**config.mk**
```make
export PLATFORM = sky130hd
export DESIGN_NAME = store_ctrl
export DESIGN_NICKNAME = d
export VERILOG_FILES = /design/src/rtl/store_ctrl.sv
export SDC_FILE = /design/constraint.sdc
export NUM_CORES = 1
export LEC_CHECK = 0
export BUFFER_PORTS_ARGS = -buffer_cell sky130_fd_sc_hd__buf_4
export CAP_MARGIN = 20
export CORE_UTILIZATION = 45
export DETAILED_ROUTE_END_ITERATION = 12
export PLACE_DENSITY = 0.72
export SLEW_MARGIN = 20
export SYNTH_ARGS = -nofsm -noshare
export SYNTH_HDL_FRONTEND = slang
export SYNTH_SLANG_ARGS = --single-unit
```
**constraint.sdc**
```tcl
create_clock -name clock -period 2 [get_ports clock]
set_input_delay 0.2 -clock clock [delete_from_list [all_inputs] [get_ports clock]]
set_output_delay 0.2 -clock clock [all_outputs]
set_load 0.005 [all_outputs]
```
**src/rtl/store_ctrl.sv**
```systemverilog
// ---------------------------------------------------------------------------
// store_ctrl
// Sequencer for the serial-to-parallel register store. It accepts serial
// bits under a valid/ready handshake and drives the store's active-low write
// strobe, data bit and bit-index address. When a word is complete it raises
// word_ready and refuses further input until the consumer acknowledges it.
//
// Ports
//   clock       in   system clock, rising edge
//   reset       in   asynchronous active-low reset
//   start       in   begin/restart a word, clears overrun
//   rxvalid     in   serial bit valid
//   rxda        in   serial data bit
//   in_ready    out  a bit is accepted this cycle if rxvalid is high
//   oeenable    out  store write strobe, active-low
//   txda        out  data bit to store
//   ramadrs     out  {bit index, word_count}
//   word_ready  out  buffer holds a complete word
//   word_ack    in   consumer has taken the word
//   word_count  out  completed words, wraps modulo 2**(counter_size+1)
//   overrun     out  sticky: rxvalid seen while not ready (outside IDLE)
// ---------------------------------------------------------------------------
module store_ctrl #(
   parameter int unsigned counter_size = 4,
   parameter int unsigned buffer_size  = 16
) (
   input  logic                      clock,
   input  logic                      reset,
   input  logic                      start,
   input  logic                      rxvalid,
   input  logic                      rxda,
   output logic                      in_ready,
   output logic                      oeenable,
   output logic                      txda,
   output logic [2*counter_size:0]   ramadrs,
   output logic                      word_ready,
   input  logic                      word_ack,
   output logic [counter_size:0]     word_count,
   output logic                      overrun
);

   localparam int unsigned IW = counter_size;
   localparam int unsigned WW = counter_size + 1;

   typedef enum logic [1:0] {
      IDLE  = 2'd0,
      LOAD  = 2'd1,
      DRAIN = 2'd2,
      FULL  = 2'd3
   } state_t;

   state_t          state_q,      state_d;
   logic [IW-1:0]   bit_idx_q,    bit_idx_d;
   logic [IW-1:0]   adr_idx_q,    adr_idx_d;
   logic [WW-1:0]   wc_q,         wc_d;
   logic            oe_q,         oe_d;
   logic            tx_q,         tx_d;
   logic            in_ready_q,   in_ready_d;
   logic            word_ready_q, word_ready_d;
   logic            overrun_q,    overrun_d;

   // State and output registers
   always_ff @(posedge clock or negedge reset) begin
      if (!reset) begin
         state_q      <= IDLE;
         bit_idx_q    <= '0;
         adr_idx_q    <= '0;
         wc_q         <= '0;
         oe_q         <= 1'b1;
         tx_q         <= 1'b0;
         in_ready_q   <= 1'b0;
         word_ready_q <= 1'b0;
         overrun_q    <= 1'b0;
      end else begin
         state_q      <= state_d;
         bit_idx_q    <= bit_idx_d;
         adr_idx_q    <= adr_idx_d;
         wc_q         <= wc_d;
         oe_q         <= oe_d;
         tx_q         <= tx_d;
         in_ready_q   <= in_ready_d;
         word_ready_q <= word_ready_d;
         overrun_q    <= overrun_d;
      end
   end

   // Next-state and next-output logic
   always_comb begin
      state_d   = state_q;
      bit_idx_d = bit_idx_q;
      adr_idx_d = adr_idx_q;
      wc_d      = wc_q;
      oe_d      = 1'b1;          // strobe is low for exactly one cycle per bit
      tx_d      = tx_q;
      overrun_d = overrun_q;

      unique case (state_q)
         IDLE: begin
            if (start) begin
               state_d   = LOAD;
               bit_idx_d = '0;
            end
         end
         LOAD: begin
            if (start) begin
               // restart drops any bit offered in the same cycle
               state_d   = LOAD;
               bit_idx_d = '0;
               overrun_d = 1'b0;
            end else if (rxvalid && in_ready_q) begin
               oe_d      = 1'b0;
               tx_d      = rxda;
               adr_idx_d = bit_idx_q;
               bit_idx_d = bit_idx_q + IW'(1);
               if (bit_idx_q == IW'(buffer_size - 1)) begin
                  state_d = DRAIN;
               end
            end
         end
         DRAIN: begin
            if (start) begin
               state_d   = LOAD;
               bit_idx_d = '0;
               overrun_d = 1'b0;
            end else begin
               state_d = FULL;
               if (rxvalid) begin
                  overrun_d = 1'b1;
               end
            end
         end
         FULL: begin
            if (start) begin
               // start beats word_ack: the word is discarded, not counted
               state_d   = LOAD;
               bit_idx_d = '0;
               overrun_d = 1'b0;
            end else begin
               if (rxvalid) begin
                  overrun_d = 1'b1;
               end
               if (word_ack) begin
                  wc_d      = wc_q + WW'(1);
                  bit_idx_d = '0;
                  state_d   = LOAD;
               end
            end
         end
         default: begin
            state_d = IDLE;
         end
      endcase

      in_ready_d   = (state_d == LOAD);
      word_ready_d = (state_d == FULL);
   end

   assign in_ready   = in_ready_q;
   assign word_ready = word_ready_q;
   assign oeenable   = oe_q;
   assign txda       = tx_q;
   assign ramadrs    = {adr_idx_q, wc_q};
   assign word_count = wc_q;
   assign overrun    = overrun_q;

endmodule

```
After elaboration in Yosys (flattened, before gate mapping):

Cells that the tools add are included.

* flip-flop bits (word level): 20
* input port bits: 6
* output and inout bits: 19
* logic and storage cells: 53

* add/sub/neg operators: 2
* equal/unequal tests: 11
* mux-type cells: 21
* bitwise logic cells: 1
* reduce and logical (&&, ||, !) cells: 9

Operators by type and width (number)
* $mux W4: 5
* $mux W2: 7
* $pmux W4 S3: 1
* $reduce_and A3 Y1: 4
* $pmux W2 S4: 1
* $eq A2 B2 Y1 const B: 3
* $mux W1: 6
* $ne A3 B3 Y1 const B: 2
* $add A5 B1 Y5 const B: 1
* $add A4 B1 Y4 const B: 1
* $eq A2 B1 Y1 const B: 2
* $eq A4 B4 Y1 const B: 1
* $reduce_or A2 Y1: 2
* $ne A3 B1 Y1 const B: 1
* $logic_not A2 Y1: 1
* $ne A2 B1 Y1 const B: 1
* $ne A2 B2 Y1 const B: 1
* $pmux W1 S2: 1
* $reduce_bool A2 Y1: 1
* $logic_and A1 B1 Y1: 1
* $not A1 Y1: 1

Longest topological paths before layout:

Gate-level depths: netlist of the first run.

* word-level depth: 6
* mapped depth: 5
* mapped depth without buffers: 4

Worst setup path after synthesis of the first run:

OpenSTA, ideal clock, no wires.

* path kind: flip-flop to flip-flop
* start point: register state_q[1]
* end point: register adr_idx_q[0]
* setup time: 125 ps
* arrival: 1317 ps
* required time: 1875 ps
* path slack: 558 ps
* cell stages (with the launch flop): 6
* buffers on the path: 1
* clock period less this slack: 1442 ps
* path through: dfrtp_1 > nor3b_2 > and3_1 > buf_6 > inv_6 > mux2_4

* longest elaborated chain between the ends: 2

Ends and longest elaborated chain
* from (decl): line 52 `state_t state_q, state_d;`
* from (signal assigned): line 75 `state_q <= state_d;`
* $eq A2 B1 Y1: line 97 `unique case (state_q)`
* $reduce_and A3 Y1 (no source line)
* to (signal assigned): line 77 `adr_idx_q <= adr_idx_d;`
* to (decl): line 54 `logic [IW-1:0] adr_idx_q, adr_idx_d;`

No other way between the ends.
A chain may end at the register's enable or synchronous reset.

Final worst setup path of the first run:

* start point: register state_q[1]
* end point: register adr_idx_q[1]

Same word-level chain as after synthesis.

==> run summary, run 1 <==
Clock Sink Count: 20
Clk buf depth: 2
Die Ht: 46.9 µm
Register area share after synthesis: 0.554
VDD IR max: 0.000467 V
Vias in the first global route: 541
Largest net degree at the start of global routing: 21
CTS tree: built
Later-pin clock latency in the skew report: 0.29 ns
CTS resizes: 0
Minimum clock period after layout: 1.73 ns
Synth cell types: 31
Total track usage: 0.168
Area growth, synth to finish: 21.5%
Top cell type's share of synthesized area: 0.525
Syn_nets: 77
R2R Setup Slk: 0.27 ns
Max Clock Skew: 0.00907 ns
Setup tns final: 0 ns
Max-slew violations: 0
TritonRoute pass-1 iters: 4
CORE AREA: 1800 µm²
R2r startpoint: state_q[1]
# diodes: 0
Die area: 2200 µm²
FP Rows: 15
Top cells by area, synth: dfrtp_1 52%, mux2_4 6.6%, buf_4 4.1%, dfstp_2 2.9%, xnor2_1 2.9%
GRT Residual Overflow: 0
Status: complete, no violations
Via density: 5.15
Critical path startpoint category: flip-flop
Achievable Freq: 579 MHz
CP endpoint kind: flip-flop
Worst Tran Pin Value: 0.339 ns
Final instance area: 1100 µm²
Final net count: 100
DR iter-0 viols: 14
Cells after Synth: 69
Wire length per cell: 13.6 µm
Setup bufs post-CTS: 0
Layout Cells excl Fill: 116
CTS Root Cell: clkbuf_4
CTS Buf Count: 3
Slew Limit Headroom: 0.774
Flops & latches, synth: 20
First-pass GRT wire length: 2490 µm
Antenna violations before repair: 0
Die Wd: 46.9 µm
Synth warn: 0
Area of placed instances: 1060 µm²
Worst Hold Launch: start
Crit-path max FO: 8
Share of cells above drive strength 1: 0.407
Crit path DAT: 1.91 ns
Unrepaired setup endpoints after global routing: false
HP Class: input pin to flip-flop
Max cap viols: 0
Routed wire length: 1580 µm
Worst-case reg-to-reg path depth: 4
Power density cells: 687 nW/µm²
WS Path Type: flip-flop to flip-flop
Routed vias: 597
Routed Antenna Nets: 0
Hold EP: overrun
Boundary pin count: 25
Syn Std Cell Area: 906 µm²
Critical Path RT: 2.18 ns
Worst hold path depth: 2
Synth area leader: dfrtp_1
DP Wirelength: 1100 µm
Tcrit/Tclk final: 0.863
WHS: 0.132 ns
R2r endpoint: adr_idx_q[1]
Post-route DRC: 0
Leak: 0.567 nW
Reg clk slew, reported paths: 0.11 ns
Fin. Hold Viols: 0
Buffers on Ports: 24
Post-synthesis area per instance: 13.1 µm²
Finish-stage setup viols: 0
Max H-tree Level: 1
Starting Density: 0.503
Placer Congestion: 0.721
Cell total after placement: 111
==> flip-flops by register name, summed over array words and instances, names as in the netlist <==
register    flops
adr_idx_q       4
bit_idx_q       4
in_ready        1
oeenable        1
overrun         1
state_q         2
txda            1
word_count      5
word_ready      1
==> critical path, cell delays in order, from the launching register on <==
cell	delay, ns
dfrtp_1	0.47
nor3b_2	0.33
and3_1	0.41
inv_6	0.08
mux2_4	0.31
==> layout make-up <==
cell class	instances	area, µm²
Timing Repair Buffer	25	190
Clock buffer	4	26.3
Fill cell	164	701
Sequential cell	20	502
Tap cell	25	31.3
Multi-Input combinational cell	40	339
Inverter	2	12.5
==> timing repair <==
| action | CTS | global route |
|---|---|---|
| hold buffers | 1 | 0 |
| hold endpoints to repair | 19 | 0 |
| endpoints found under the setup margin | 0 | 0 |
==> stage by stage <==
step           setup slack (ns)   util  total power [mW]
3_5_place_dp              0.331  0.591             0.569
3_3_place_gp              0.409  0.591             0.565
5_1_grt                   0.224  0.611             0.794
6_report                  0.273  0.611             0.756
4_1_cts                   0.287  0.611             0.762
2_1_floorplan             0.558      -             0.515
==> report_power, final <==
| part | total (mW) | switching [mW] | internal (mW) |
|---|---|---|---|
| Sequential | 0.458 | 0.0235 | 0.434 |
| Combinational | 0.104 | 0.0391 | 0.0651 |
| Clock | 0.195 | 0.117 | 0.0775 |
| Total | 0.756 | 0.180 | 0.577 |
==> worst max-delay path by stage <==
stage | cells after the start | from | end
after global routing | 4 | state_q[1] | adr_idx_q[1]
final | 4 | state_q[1] | adr_idx_q[1]
after floorplan | 5 | state_q[1] | adr_idx_q[0]
after CTS | 4 | state_q[1] | adr_idx_q[1]
after detailed placement | 4 | state_q[1] | adr_idx_q[1]
after global placement | 4 | state_q[1] | adr_idx_q[3]
==> cell usage in the layout (no fill, tap or decap), drive strengths merged, types with 3 or more instances in the layout <==
master	netlist	routed
buf	6	24
dfrtp	19	19
mux2	6	6
clkbuf	1	4
and3	3	3
a21oi	3	3
xnor2	3	3
==> cell families (layout without fill, tap and decap cells) <==
group	Yosys count	count (layout)	synth area share
flip-flops	20	20	0.554
AND/OR/NAND/NOR	15	15	0.113
AO/OA/AOI/OAI	12	12	0.0925
buffers and inverters	9	31	0.0718
multiplexers	7	7	0.102
XOR/XNOR	4	4	0.0387
adder cells (fa/ha/maj)	2	2	0.0276
==> synthesized netlist by cell type (all sizes together) <==
cell and count:
a311o 1, and4b 2, nor3 1, a211oi 1, mux2 6, dfstp 1, ha 2, dfrtp 19
o2bb2ai 1, nor3b 1, nor2 1, xnor2 3, mux2i 1, a31oi 2, or2b 2, clkbuf 1
a41oi 2, a21o 1, nand4 2, inv 2, o21ai 1, and3 3, xor2 1, nand2b 1
a21oi 3, nand2 2, buf 6
==> per-layer routing <==
metal | global-route usage | share of wire
met1 | 0.233 | 0.50
met2 | 0.253 | 0.45
met3 | 0.0231 | 0.034
met4 | 0.0971 | 0.015
met5 | 0 | 0
(Power assumes the default switching activity.)
==> run 2: changes to the inputs <==
--- a/config.mk
+++ b/config.mk
@@ -9,7 +9,7 @@
 export CAP_MARGIN = 20
 export CORE_UTILIZATION = 45
 export DETAILED_ROUTE_END_ITERATION = 12
-export PLACE_DENSITY = 0.72
+export PLACE_DENSITY_LB_ADDON = 0.15
 export SLEW_MARGIN = 20
 export SYNTH_ARGS = -nofsm -noshare
 export SYNTH_HDL_FRONTEND = slang
==> run 2 against run 1 <==
Clock power up 68%. Largest power group unchanged. Count of clock-buffer cells in the layout down 1. Total power up 18%.
==> run summary, run 2 (synthesized netlist as in run 1, its figures left out) <==
HP Class: input pin to flip-flop
FP Rows: 15
Crit-path max FO: 8
Buffers on Ports: 24
Achievable Freq: 603 MHz
Via density: 5.10
R2r startpoint: state_q[1]
DP Wirelength: 1050 µm
Routed Antenna Nets: 0
Max Clock Skew: 0.00315 ns
Worst-case reg-to-reg path depth: 4
# diodes: 0
Hold EP: txda
R2r endpoint: adr_idx_q[1]
Post-route DRC: 0
Wire length per cell: 12.6 µm
Antenna violations before repair: 0
Share of cells above drive strength 1: 0.418
WS Path Type: flip-flop to flip-flop
Vias in the first global route: 555
Max-slew violations: 0
Most common cell after layout, fill and taps aside: buf_4
Met3 wire len: 74 µm
Minimum clock period after layout: 1.66 ns
Worst hold path depth: 2
Slew Limit Headroom: 0.788
Final instance area: 1130 µm²
TritonRoute pass-1 iters: 4
Most frequent cells in the layout: 24 x buf_4, 19 x dfrtp_1, 4 x mux2_4
Critical path startpoint category: flip-flop
Routed wire length: 1460 µm
Final net count: 100
Later-pin clock latency in the skew report: 0.30 ns
CP endpoint kind: flip-flop
Total power: 0.889 mW
CTS Root Cell: clkbuf_4
Routed vias: 592
Starting Density: 0.503
Tcrit/Tclk final: 0.829
Worst Tran Pin Value: 0.318 ns
Setup tns final: 0 ns
Worst Hold Launch: rxda
Max H-tree Level: 1
Clk buf depth: 2
Area of placed instances: 1060 µm²
Die Wd: 46.9 µm
Placer Congestion: 0.733
DR iter-0 viols: 5
Metal-1 WL: 720 µm
Max reg flops: 5
Reg clk slew, reported paths: 0.11 ns
Met2 wire length: 648 µm
Die area: 2200 µm²
Layout Cells excl Fill: 116
GRT Residual Overflow: 0
Clock Sink Count: 20
Critical Path RT: 2.20 ns
CTS Buf Count: 3
Total track usage: 0.155
Leak: 0.580 nW
Finish-stage setup viols: 0
CTS resizes: 0
Fin. Hold Viols: 0
First-pass GRT wire length: 2400 µm
CORE AREA: 1800 µm²
Crit path DAT: 1.86 ns
R2R Setup Slk: 0.34 ns
Boundary pin count: 25
Status: complete, no violations
Final Worst Setup Slack: 0.342 ns
Unrepaired setup endpoints after global routing: false
Post-Place Setup Slack: 0.351 ns
Power density cells: 789 nW/µm²
CTS tree: built
Die Ht: 46.9 µm
Fill count: 155
DR top layer: met4
Max cap viols: 0
Cell total after placement: 111
VDD IR max: 0.000492 V
Area growth, synth to finish: 24.4%
Largest net degree at the start of global routing: 21
==> run 2: cell count changes in the layout (fill, tap and decap cells not counted), sizes merged <==
cell | before | now
bufinv | 0 | 1
clkbuf | 4 | 3
==> run 2: worst max-delay path by stage <==
stage / end / startpoint / slack [ns]
after floorplan: adr_idx_q[0] / state_q[1] / 0.56
after global placement: adr_idx_q[3] / state_q[1] / 0.40
after detailed placement: adr_idx_q[1] / state_q[1] / 0.35
after CTS: adr_idx_q[1] / state_q[1] / 0.34
after global routing: adr_idx_q[2] / state_q[1] / 0.25
final: adr_idx_q[1] / state_q[1] / 0.34
==> run 2: through the flow <==
step           hold WS [ns]  utilization
2_1_floorplan       -0.0956            -
5_1_grt               0.107        0.626
4_1_cts               0.114        0.626
6_report              0.120        0.626
3_5_place_dp         0.0898        0.591
3_3_place_gp         0.0898        0.591
==> run 2: repair_timing <==
action                                  4_1_cts  5_1_grt
hold endpoints to repair                     20        0
hold buffers                                  1        0
buffers inserted                              0        0
endpoints found under the setup margin        0        0
==> run 2: critical path, stage by stage (launching register included) <==
cell     delay (ns)
dfrtp_1        0.48
nor3b_2        0.30
and3_1         0.39
inv_6          0.08
mux2_4         0.31
==> run 2: per-layer routing <==
layer | vias up | track usage
li1 | 288 | -
met4 | 0 | 0.0686
met5 | - | 0
met2 | 21 | 0.250
met1 | 281 | 0.201
met3 | 2 | 0.0346
==> run 2: area by class of cell <==
| cell class | count | area (µm²) | share of cell area |
|---|---|---|---|
| Clock inverter | 1 | 30.0 | 0.0266 |
| Timing Repair Buffer | 25 | 190 | 0.169 |
| Multi-Input combinational cell | 40 | 339 | 0.301 |
| Clock buffer | 3 | 22.5 | 0.0200 |
| Sequential cell | 20 | 502 | 0.445 |
| Tap cell | 25 | 31.3 | 0.0277 |
| Inverter | 2 | 12.5 | 0.0111 |
==> run 2: power by group <==
group | total (mW) | leakage (nW) | switching, mW | internal (mW)
registers | 0.458 | 0.259 | 0.0240 | 0.434
clock network | 0.328 | 0.0279 | 0.126 | 0.203
logic | 0.103 | 0.292 | 0.0375 | 0.0652
total | 0.889 | 0.580 | 0.187 | 0.702
==> run 3: changes to the inputs <==
==> constraint.sdc (replaced) <==
create_clock -name clock -period 1.52 [get_ports clock]
set_input_delay 0.152 -clock clock [delete_from_list [all_inputs] [get_ports clock]]
set_output_delay 0.152 -clock clock [all_outputs]
set_load 0.005 [all_outputs]
==> run 3 against run 2 <==
Clock skew decreased by 0.0024 ns. Utilization increased by 1.7 points. Critical path depth unchanged. Largest cell class unchanged.
==> run summary, run 3 (synthesized netlist as in run 1, its figures left out) <==
Die area: 2200 µm²
Area of placed instances: 1090 µm²
Most frequent cells in the layout: 28 x buf_4, 19 x dfrtp_1, 4 x mux2_4
Via density: 5.11
Clock power frac: 0.369
Power Internal: 0.927 mW
CP delay by family, top: compound AO/OA/AOI/OAI gates
Finish-stage setup viols: 0
Later-pin clock latency in the skew report: 0.30 ns
Setup tns final: 0 ns
CTS resizes: 0
Minimum clock period after layout: 1.40 ns
Max H-tree Level: 1
GRT Residual Overflow: 0
Unrepaired setup endpoints after global routing: false
Fill count: 160
WP buf/inv: 1
Final instance area: 1160 µm²
CTS Buf Count: 3
Reg clk slew, reported paths: 0.11 ns
TritonRoute pass-1 iters: 4
Max cap viols: 0
R2r startpoint: state_q[1]
DP Wirelength: 1080 µm
Starting Density: 0.503
Area growth, synth to finish: 27.8%
Routed wire length: 1500 µm
Routed vias: 613
Util after Layout: 0.642
Status: complete, no violations
Routed Antenna Nets: 0
CORE AREA: 1800 µm²
Setup bufs post-CTS: 0
Boundary pin count: 25
Wire length per cell: 12.5 µm
Sequential Power Share: 0.512
Post-route DRC: 0
Largest net degree at the start of global routing: 21
CP Cell Sequence: buf_4 > and4b_2 > a311o_1 > a31oi_1
WHS: 0.0733 ns
Final net count: 104
Leak: 0.599 nW
Crit path from: state_q[1]
Die Wd: 46.9 µm
Clk buf depth: 2
WS Path Type: flip-flop to flip-flop
Placer Congestion: 0.711
Crit path DAT: 1.63 ns
Psw: 0.249 mW
Total power: 1.18 mW
Die Ht: 46.9 µm
Vias in the first global route: 537
CTS tree: built
Critical path's slowest cell: dfrtp_1
FP Rows: 15
Most common cell after layout, fill and taps aside: buf_4
Share of cells above drive strength 1: 0.442
CTS Root Cell: clkbuf_4
DR iter-0 viols: 3
Critical path startpoint category: flip-flop
Buffers on Ports: 24
Tcrit/Tclk final: 0.924
Slew Limit Headroom: 0.826
Clock Sink Count: 20
Sw Share: 0.212
Worst Tran Pin Value: 0.261 ns
VDD IR max: 0.000557 V
Critical Path Max Stage Delay: 0.38 ns
Max Clock Skew: 0.000736 ns
Power density cells: 1020 nW/µm²
Critical Path RT: 1.75 ns
Fin. Hold Viols: 0
Max reg flops: 5
# diodes: 0
CP endpoint kind: flip-flop
Antenna violations before repair: 0
First-pass GRT wire length: 2370 µm
Worst Hold Launch: start
Gate power share: 0.119
HP Class: input pin to flip-flop
Achievable Freq: 712 MHz
Total track usage: 0.161
Crit-path max FO: 7
Max-slew violations: 0
==> run 3: cell type report <==
type                            instances  area, µm²  area share
Multi-Input combinational cell         40        339       0.293
Tap cell                               25       31.3      0.0270
Sequential cell                        20        502       0.434
Clock buffer                            3       22.5      0.0195
Timing Repair Buffer                   29        220       0.190
Clock inverter                          1       30.0      0.0259
Inverter                                2       12.5      0.0108
==> run 3: final timing paths <==
kind,end,slack [ns],depth (start not counted)
max,bit_idx_q[2],0.12,4
min,overrun,0.07,2
max reg2reg,bit_idx_q[2],0.12,4
min reg2reg,word_count[4],0.50,1
max in group asynchronous,oeenable,1.03,2
min in group asynchronous,adr_idx_q[3],0.24,2
==> run 3: repair_timing <==
action                                  4_1_cts  5_1_grt
endpoints found under the hold margin        20        0
endpoints found under the setup margin        0        0
hold buffers                                  1        0
==> run 3: layer usage <==
layer | global-route usage | wire, µm
met5 | 0 | 0
met4 | 0.120 | 30
met3 | 0.0385 | 81
met1 | 0.202 | 705
met2 | 0.239 | 682
==> run 3: power by group through the flow <==
stage | clock network (mW) | registers [mW] | logic, mW
after global placement | 0 | 0.611 | 0.138
after detailed placement | 0 | 0.612 | 0.140
after CTS | 0.443 | 0.603 | 0.143
final | 0.434 | 0.602 | 0.140
after floorplan | 0 | 0.608 | 0.0699
after global routing | 0.469 | 0.609 | 0.155
==> run 3: stage by stage <==
step                cells  setup slack, ns
finish                120            0.116
global route          120           0.0415
CTS                   120            0.106
detailed placement    115            0.127
global placement      115            0.159
floorplan              69           0.0780
